File: src/rtl/ast_fifo_sched_if.sv
// Control/status bundle between the FIFO-bank sequencer and its tile controller.
// The FIFO-facing vectors travel with it so one handle carries the whole edge.
interface ast_fifo_sched_if #(
    parameter int NUM_FIFOS = 8
);
    logic                 start;
    logic                 abort;
    logic                 stall;
    logic                 tile_ready;
    logic                 busy;
    logic                 done;
    logic [NUM_FIFOS-1:0] rst_ptr_o;
    logic [NUM_FIFOS-1:0] load_o;
    logic [NUM_FIFOS-1:0] pop_o;
    logic [NUM_FIFOS-1:0] out_valid;

    modport master (
        output start, abort, stall,
        input  tile_ready, busy, done, rst_ptr_o, load_o, pop_o, out_valid
    );

    modport slave (
        input  start, abort, stall,
        output tile_ready, busy, done, rst_ptr_o, load_o, pop_o, out_valid
    );
endinterface

File: src/rtl/ast_fifo_sched.sv
// Tile sequencer for a bank of ast_ldfifo instances: clear, load, skewed pop
// wavefront into the systolic array, drain, done.

// One row of the wavefront: pops while the shared stream index lies in this
// row's window, and flags the registered FIFO output one cycle later.
module ast_fifo_sched_row #(
    parameter int ROW   = 0,
    parameter int DEPTH = 8,
    parameter int TW    = 4
) (
    input  logic          clk,
    input  logic          rst,
    input  logic          en,
    input  logic          clr,
    input  logic [TW-1:0] t,
    output logic          pop,
    output logic          vld
);
    localparam logic [TW-1:0] LO  = TW'(ROW);
    localparam logic [TW-1:0] LEN = TW'(DEPTH);

    // Modular distance: t below LO wraps far above LEN, so one compare covers both bounds.
    logic [TW-1:0] rel;
    assign rel = t - LO;
    assign pop = en && (rel < LEN);

    always_ff @(posedge clk or negedge rst) begin
        if (!rst)     vld <= 1'b0;
        else if (clr) vld <= 1'b0;
        else          vld <= pop;
    end
endmodule

module ast_fifo_sched #(
    parameter int NUM_FIFOS    = 8,
    parameter int DEPTH        = 8,
    parameter int DRAIN_CYCLES = 8
) (
    input  logic            clk,
    input  logic            rst,
    ast_fifo_sched_if.slave bus
);
    localparam int TW = $clog2(DEPTH + NUM_FIFOS);
    localparam int DW = (DRAIN_CYCLES > 0) ? $clog2(DRAIN_CYCLES + 1) : 1;
    localparam logic [TW-1:0] T_LAST = TW'(DEPTH + NUM_FIFOS - 2);
    localparam logic [DW-1:0] D_LAST = DW'(DRAIN_CYCLES - 1);

    typedef enum logic [2:0] {
        S_IDLE, S_CLEAR, S_LOAD, S_STREAM, S_DRAIN, S_DONE, S_ABORT
    } state_t;

    state_t         state, state_nxt;
    logic [TW-1:0]  t, t_nxt;
    logic [DW-1:0]  d, d_nxt;
    logic           tile_ready, busy, done, clr_ptr, load, pop_en, vld_clr;
    logic [NUM_FIFOS-1:0] pop, vld;

    always_ff @(posedge clk or negedge rst) begin
        if (!rst) begin
            state <= S_IDLE;
            t     <= '0;
            d     <= '0;
        end else begin
            state <= state_nxt;
            t     <= t_nxt;
            d     <= d_nxt;
        end
    end

    always_comb begin
        state_nxt  = state;
        t_nxt      = '0;
        d_nxt      = '0;
        tile_ready = (state == S_IDLE);
        busy       = (state != S_IDLE);
        done       = (state == S_DONE);
        clr_ptr    = (state == S_CLEAR) || (state == S_ABORT);
        load       = (state == S_LOAD);
        pop_en     = (state == S_STREAM) && !bus.stall && !bus.abort;
        vld_clr    = (state == S_IDLE) || (state == S_ABORT);

        case (state)
            S_IDLE:   if (bus.start) state_nxt = S_CLEAR;
            S_CLEAR:  state_nxt = S_LOAD;
            S_LOAD:   state_nxt = S_STREAM;
            S_STREAM: begin
                t_nxt = t;
                if (!bus.stall) begin
                    if (t == T_LAST) begin
                        state_nxt = (DRAIN_CYCLES > 0) ? S_DRAIN : S_DONE;
                        t_nxt     = '0;
                    end else begin
                        t_nxt = t + 1'b1;
                    end
                end
            end
            S_DRAIN: begin
                d_nxt = d;
                if (!bus.stall) begin
                    if (d == D_LAST) begin
                        state_nxt = S_DONE;
                        d_nxt     = '0;
                    end else begin
                        d_nxt = d + 1'b1;
                    end
                end
            end
            S_DONE:   state_nxt = S_IDLE;
            S_ABORT:  state_nxt = S_IDLE;
            default:  state_nxt = S_IDLE;
        endcase

        // Abort overrides every in-flight transition, including stall holds.
        if (bus.abort && (state != S_IDLE) && (state != S_ABORT)) begin
            state_nxt = S_ABORT;
            t_nxt     = '0;
            d_nxt     = '0;
        end
    end

    for (genvar i = 0; i < NUM_FIFOS; i++) begin : g_row
        ast_fifo_sched_row #(.ROW(i), .DEPTH(DEPTH), .TW(TW)) u_row (
            .clk (clk),
            .rst (rst),
            .en  (pop_en),
            .clr (vld_clr),
            .t   (t),
            .pop (pop[i]),
            .vld (vld[i])
        );
    end

    assign bus.tile_ready = tile_ready;
    assign bus.busy       = busy;
    assign bus.done       = done;
    assign bus.rst_ptr_o  = {NUM_FIFOS{clr_ptr}};
    assign bus.load_o     = {NUM_FIFOS{load}};
    assign bus.pop_o      = pop;
    assign bus.out_valid  = vld;
endmodule

File: src/flat_wrapper.sv
// flat-port wrapper written by rule: the top's interface ports become plain ports
module ast_fifo_sched_flat 
#(
    parameter int NUM_FIFOS    = 8,
    parameter int DEPTH        = 8,
    parameter int DRAIN_CYCLES = 8
)
  (clk, rst, bus_start, bus_abort, bus_stall, bus_tile_ready, bus_busy, bus_done, bus_rst_ptr_o, bus_load_o, bus_pop_o, bus_out_valid);
  ast_fifo_sched_if #(.NUM_FIFOS(NUM_FIFOS)) bus_i ();
  input  logic clk;
  input  logic rst;
  input wire logic [$bits(bus_i.start)-1:0] bus_start;
  input wire logic [$bits(bus_i.abort)-1:0] bus_abort;
  input wire logic [$bits(bus_i.stall)-1:0] bus_stall;
  output wire logic [$bits(bus_i.tile_ready)-1:0] bus_tile_ready;
  output wire logic [$bits(bus_i.busy)-1:0] bus_busy;
  output wire logic [$bits(bus_i.done)-1:0] bus_done;
  output wire logic [$bits(bus_i.rst_ptr_o)-1:0] bus_rst_ptr_o;
  output wire logic [$bits(bus_i.load_o)-1:0] bus_load_o;
  output wire logic [$bits(bus_i.pop_o)-1:0] bus_pop_o;
  output wire logic [$bits(bus_i.out_valid)-1:0] bus_out_valid;
  assign bus_i.start = bus_start;
  assign bus_i.abort = bus_abort;
  assign bus_i.stall = bus_stall;
  assign bus_tile_ready = bus_i.tile_ready;
  assign bus_busy = bus_i.busy;
  assign bus_done = bus_i.done;
  assign bus_rst_ptr_o = bus_i.rst_ptr_o;
  assign bus_load_o = bus_i.load_o;
  assign bus_pop_o = bus_i.pop_o;
  assign bus_out_valid = bus_i.out_valid;
  ast_fifo_sched #(.NUM_FIFOS(NUM_FIFOS), .DEPTH(DEPTH), .DRAIN_CYCLES(DRAIN_CYCLES)) u_core (.clk(clk), .rst(rst), .bus(bus_i));
endmodule
File: config.mk
export PLATFORM = sky130hd
export DESIGN_NAME = ast_fifo_sched_flat
export DESIGN_NICKNAME = d
export VERILOG_FILES = /design/src/rtl/ast_fifo_sched_if.sv /design/src/rtl/ast_fifo_sched.sv /design/src/flat_wrapper.sv
export SDC_FILE = /design/constraint.sdc
export NUM_CORES = 1
export LEC_CHECK = 0
export BUFFER_PORTS_ARGS = -buffer_cell sky130_fd_sc_hd__buf_2
export CAP_MARGIN = 20
export CORE_MARGIN = 10
export CORE_UTILIZATION = 51
export DETAILED_ROUTE_END_ITERATION = 7
export PLACE_DENSITY = 0.86
export SETUP_SLACK_MARGIN = 0.05
export SLEW_MARGIN = 30
export SYNTH_ARGS = -nofsm -noshare
export SYNTH_HDL_FRONTEND = slang
export SYNTH_SLANG_ARGS = --single-unit
File: constraint.sdc
create_clock -name clk -period 2.2 [get_ports clk]
set_input_delay 0.22 -clock clk [delete_from_list [all_inputs] [get_ports clk]]
set_output_delay 0.22 -clock clk [all_outputs]
set_load 0.005 [all_outputs]
# Yosys cells after proc, flatten, opt, wreduce, memory -nomap -nowiden
# Cells that the tools add are included.
[word_totals] romBits=0 memories=0 ramBits=0 latchBits=0 ff_bits=19 in_bits=5 out_inout_bits=35
[op_classes] shift=0 n_eq_ne=14 n_lt_le_gt_ge=8 n_reduce_logical=19 muxes=23 mul=0 bitwise=0 n_addsub=9 n_div=0
[op_table] operator="$lt A4 B4 Y1 const B" n=8
[op_table] operator="$mux W4" n=8
[op_table] operator="$mux W3" n=6
[op_table] operator="$sub A4 B3 Y4 const B" n=4
[op_table] operator="$pmux W3 S5" n=1
[op_table] operator="$logic_and A1 B1 Y1" n=12
[op_table] operator="$eq A3 B3 Y1 const B" n=3
[op_table] operator="$ne A3 B3 Y1 const B" n=3
[op_table] operator="$add A4 B1 Y4 const B" n=2
[op_table] operator="$mux W1" n=8
[op_table] operator="$sub A4 B2 Y4 const B" n=2
[op_table] operator="$eq A3 B2 Y1 const B" n=2
[op_table] operator="$ne A3 B2 Y1 const B" n=2
[op_table] operator="$reduce_and A5 Y1" n=1
[op_table] operator="$eq A4 B3 Y1 const B" n=1
[op_table] operator="$eq A4 B4 Y1 const B" n=1
[op_table] operator="$sub A4 B1 Y4 const B" n=1
[op_table] operator="$eq A3 B1 Y1 const B" n=1
[op_table] operator="$logic_not A3 Y1" n=1
[op_table] operator="$ne A3 B1 Y1 const B" n=1
[op_table] operator="$reduce_bool A3 Y1" n=1
[op_table] operator="$logic_not A1 Y1" n=2
[op_table] operator="$logic_or A1 B1 Y1" n=2

# Logic depth before layout (Yosys ltp)
[depth] word_depth=5 ltp_mapped=7 depth_no_buf=4

# Cells and area by module
# From an unflattened synthesis, not the netlist that was laid out.
[unflattened] cells_unflattened=136 hier_area_um2=1343.8
[by_module_without_submodules] module="ast_fifo_sched" area_per_inst_um2=834.6 seq_area_each_um2=275.3 n_inst=1 cells_each=89
[by_module_without_submodules] module="ast_fifo_sched_row at u_core.g_row[5].u_row" area_per_inst_um2=80.1 seq_area_each_um2=25.0 n_inst=1 cells_each=8
[by_module_without_submodules] module="ast_fifo_sched_row at u_core.g_row[7].u_row" area_per_inst_um2=78.8 seq_area_each_um2=25.0 n_inst=1 cells_each=8
[by_module_without_submodules] module="ast_fifo_sched_row at u_core.g_row[3].u_row" area_per_inst_um2=77.6 seq_area_each_um2=25.0 n_inst=1 cells_each=8
[by_module_without_submodules] module="ast_fifo_sched_row at u_core.g_row[6].u_row" area_per_inst_um2=70.1 seq_area_each_um2=25.0 n_inst=1 cells_each=6
[by_module_without_submodules] module="ast_fifo_sched_row at u_core.g_row[1].u_row" area_per_inst_um2=56.3 seq_area_each_um2=25.0 n_inst=1 cells_each=5
[by_module_without_submodules] module="ast_fifo_sched_row at u_core.g_row[2].u_row" area_per_inst_um2=52.6 seq_area_each_um2=25.0 n_inst=1 cells_each=5
[by_module_without_submodules] module="ast_fifo_sched_row at u_core.g_row[4].u_row" area_per_inst_um2=50.0 seq_area_each_um2=25.0 n_inst=1 cells_each=4
[by_module_without_submodules] module="ast_fifo_sched_row at u_core.g_row[0].u_row" area_per_inst_um2=43.8 seq_area_each_um2=25.0 n_inst=1 cells_each=3

# Worst setup path before layout
# Ideal clock, no wire load.
[synth_timing] path_type="register -> output" startpoint="register u_core.state[0]" endpoint="output bus_rst_ptr_o[0]" slack_ps=569 arrival_time_ps=1411 path_stages_with_launch=5 required_ps=1980 n_path_buf=2 cell_sequence="dfrtp_1 clkbuf_1 nand2_1 o21ai_0 buf_4"
[synth_between] elab_chain_cells=2
[synth_lines] item="start, declared" line_no="ast_fifo_sched.sv:52" text="state_t state, state_nxt;"
[synth_lines] item="start signal, assigned" line_no="ast_fifo_sched.sv:64" text="state <= state_nxt;"
[synth_lines] item="$eq A3 B1 Y1 / $eq A3 B3 Y1 (equally long branches)" line_no="ast_fifo_sched.sv:77" text="clr_ptr = (state == S_CLEAR) || (state == S_ABORT);"
[synth_lines] item="$logic_or A1 B1 Y1 *" line_no="ast_fifo_sched.sv:77"
[synth_lines] item="end, declared" line_no="flat_wrapper.sv:18" text="output wire logic [$bits(bus_i.rst_ptr_o)-1:0] bus_rst_ptr_o;"
# Every way passes the cells marked *; elsewhere a longest branch is shown, timed or not.

# Final worst setup path
[layout_timing] startpoint="register u_core.state[2]" endpoint="output bus_pop_o[3]"
[layout_between] elab_chain_cells=4
[layout_lines] item="$eq A3 B2 Y1" line_no="ast_fifo_sched.sv:79" text="pop_en = (state == S_STREAM) && !bus.stall && !bus.abort;"
[layout_lines] item="$logic_and A1 B1 Y1 (2 in series)" line_no="ast_fifo_sched.sv:79"
[layout_lines] item="$logic_and A1 B1 Y1" line_no="ast_fifo_sched.sv:25" text="assign pop = en && (rel < LEN);"
[layout_lines] item="end, declared" line_no="flat_wrapper.sv:20" text="output wire logic [$bits(bus_i.pop_o)-1:0] bus_pop_o;"
# No other way between the ends.

==> flow_metrics.env <==
export IMPL_antenna_found_initial=0
export IMPL_p_comb_frac=0.400
export IMPL_grt_ovfl_total=0
export IMPL_clkSinkCount=19
export IMPL_p_switching_mw=0.393
export IMPL_grt_max_degree=20
export IMPL_ys_ff_latch=19
export IMPL_reg2reg_from="u_core.t[3]"
export IMPL_leakagePower_nw=0.629
export IMPL_cts_buffers=3
export IMPL_die_height_um=70.6
export IMPL_cp_required_ps=1980
export IMPL_reg2reg_depth=4
export IMPL_hold_class="input port to register"
export IMPL_worst_setup_path_type="register to output port"
export IMPL_status="finished clean"
export IMPL_ant_nets=0
export IMPL_clock_latency_ps=290
export IMPL_die_x_um=70.6
export IMPL_maxSlewHeadroom=0.639
export IMPL_routedWlPerCell_um=12.8
export IMPL_drtIter0Drc=30
export IMPL_setup_tns_ps=0
export IMPL_start_util=0.531
export IMPL_slew_violations=0
export IMPL_period_minus_slack_ps=1970
export IMPL_antenna_cells=0
export IMPL_grt_usage=0.0894
export IMPL_max_cap_violations=0
export IMPL_p_int_mw=0.656
export IMPL_synth_ff_type="dfrtp_1"
export IMPL_synth_edf_count=0
export IMPL_routed_wl_um=2330
export IMPL_routabilityCongestion=0.859
export IMPL_skew_ps=3.22
export IMPL_critPathCapture="bus_pop_o[3]"
export IMPL_setup_viol=0
export IMPL_synth_cell_area_um2=1300
export IMPL_cts_setup_buffers=0
export IMPL_async_flop_share=1.00
export IMPL_vias=896
export IMPL_rsz0062_at_grt="false"
export IMPL_p_total_mw=1.05
export IMPL_fin_nets=160
export IMPL_finalHoldViolCount=0
export IMPL_clockPowerShare=0.162
export IMPL_r2r_end="u_core.state[1]"
export IMPL_critPathLaunch="u_core.state[2]"
export IMPL_fillCellCount=240
export IMPL_firstDrtPassIters=4
export IMPL_startpoint_type="register"
export IMPL_cts_root_buf="clkbuf_4"
export IMPL_core_um2=2450
export IMPL_grt_pass1_wl_um=3690
export IMPL_dp_hpwl_um=1820
export IMPL_critPathMaxFanout=16
export IMPL_viasPerCell=4.92
export IMPL_portBuffers=39
export IMPL_htreeDepth=1
export IMPL_synth_avg_cell_area_um2=8.69
export IMPL_cp_arrival_ps=1750
export IMPL_rows=18
export IMPL_ys_seq_area_frac=0.365
export IMPL_worstSetupEndpointType="output port"
export IMPL_peakVddDrop_mv=0.544
export IMPL_yosys_warnings=0
export IMPL_syn_nets=157
export IMPL_grt_pass1_vias=802
export IMPL_r2r_setup_slack_ps=460
export IMPL_tritoncts="yes"
export IMPL_synthDistinctLibCells=32
export IMPL_dieArea_um2=4980
export IMPL_p_seq_frac=0.438
export IMPL_cts_clk_slew_worst_paths_ps=100
export IMPL_max_freq_mhz=507
export IMPL_sw_frac_of_total=0.375
export IMPL_area_delta_synth_final_pct=-2.78
export IMPL_clockBufferDepth=2
export IMPL_worst_pin_slew_ps=536
export IMPL_pwr_density_cell_nw_per_um2=828
export IMPL_period_share=0.897
export IMPL_ios=40
export IMPL_syn_inst=150
export IMPL_drive_above_1_share=0.289
export IMPL_drc_errors=0
## cell families (layout without fill, tap and decap cells)
logic type / after synthesis / after routing / share of synthesized area
buffers and inverters: 46 / 48 / 0.246
DFF: 19 / 19 / 0.365
AOI/OAI and AO/OA: 25 / 25 / 0.102
and+or+nand+nor: 51 / 51 / 0.221
xor gates and xnor gates: 6 / 6 / 0.0403
muxes: 1 / 1 / 0.00768
adders and majority gates: 2 / 2 / 0.0192
## worst min-delay path by stage
stage / startpoint / end / slack [ps] / cells past startpoint
after global routing: bus_stall / u_core.d[0] / 290 / 3
after global placement: rst / u_core.g_row[4].u_row.vld / 180 / 1
after CTS: bus_abort / u_core.state[1] / 230 / 3
after floorplan: rst / u_core.d[0] / -80 / 0
final: bus_abort / u_core.state[1] / 250 / 3
after detailed placement: rst / u_core.d[1] / 180 / 1
## through the flow
stage / cells / setup WS (ps) / util / cell area [µm²] / hold WS, ps
after CTS: 182 / 204 / 0.516 / 1270 / 234
after global placement: 177 / 519 / 0.502 / 1230 / 178
after floorplan: 150 / 569 / - / 1300 / -75.6
after detailed placement: 177 / 482 / 0.502 / 1230 / 183
after global routing: 182 / 83.2 / 0.516 / 1270 / 288
final: 182 / 227 / 0.516 / 1270 / 249
## final cells by class
class / count / area (µm²) / share of cell area
repair buffers: 40 / 205 / 0.162
multi-input cells: 85 / 508 / 0.401
well taps: 30 / 37.5 / 0.0296
clock buffers: 4 / 26.3 / 0.0207
inverters: 4 / 15.0 / 0.0118
flip-flops and latches: 19 / 475 / 0.375
## worst max-delay path: stages, from the launching register on
cell       delay, ps
dfrtp_1          490
nand4bb_4        270
or2_1            420
nor2_1           160
buf_2            120
## flip-flops by register name (all words and copies together) (netlist names)
register,cells
u_core.d,4
u_core.t,4
u_core.state,3
u_core.g_row.u_row.vld,8
## layout by cell type, fill, tap and decap left out, types with 2 or more instances in the layout
cell type,netlist,layout
o21ai_0,11,11
clkbuf_4,0,3
dfrtp_1,19,19
nor2_1,24,24
and3_1,2,2
inv_1,4,4
ha_1,2,2
nand2_1,5,5
buf_2,1,39
a21oi_1,10,10
nand3b_1,2,2
a211oi_1,2,2
nor4bb_1,2,2
or3_1,3,3
xor2_1,6,6
nand2b_1,3,3
## power by group through the flow
stage	sequential [mW]	clock [mW]	combinational, mW
3_5_place_dp	0.466	0	0.431
4_1_cts	0.459	0.180	0.434
2_1_floorplan	0.406	0	0.524
6_report	0.459	0.170	0.420
5_1_grt	0.471	0.197	0.475
3_3_place_gp	0.461	0	0.425
## cell usage after synthesis (2+ instances only)
library cell  count  area (µm²)
a211oi_1          2        15.0
a21oi_1          10        50.1
and3_1            2        12.5
buf_4            32         240
buf_6             2        22.5
clkbuf_1          6        22.5
dfrtp_1          19         475
ha_1              2        25.0
inv_1             4        15.0
nand2_1           5        18.8
nand2b_1          3        18.8
nand3b_1          2        15.0
nor2_1           24        90.1
nor4bb_1          2        20.0
o21ai_0          11        55.1
or3_1             3        18.8
xor2_1            6        52.6
## repair_timing
action / in CTS / in global routing
hold buffers: 1 / 0
hold endpoints to repair: 19 / 0
endpoints found under the setup margin: 0 / 0
gates resized for setup: 0 / 0
## per-layer routing
layer / up-vias / routed length (µm) / share of wire / GRT usage
met5: - / 0 / 0 / 0
met4: 0 / 29 / 0.012 / 0.0387
met3: 5 / 149 / 0.064 / 0.0404
met2: 17 / 1270 / 0.54 / 0.172
met1: 407 / 878 / 0.38 / 0.0772
li1: 467 / - / - / -
Note: power is estimated with default switching activity, not from simulation.
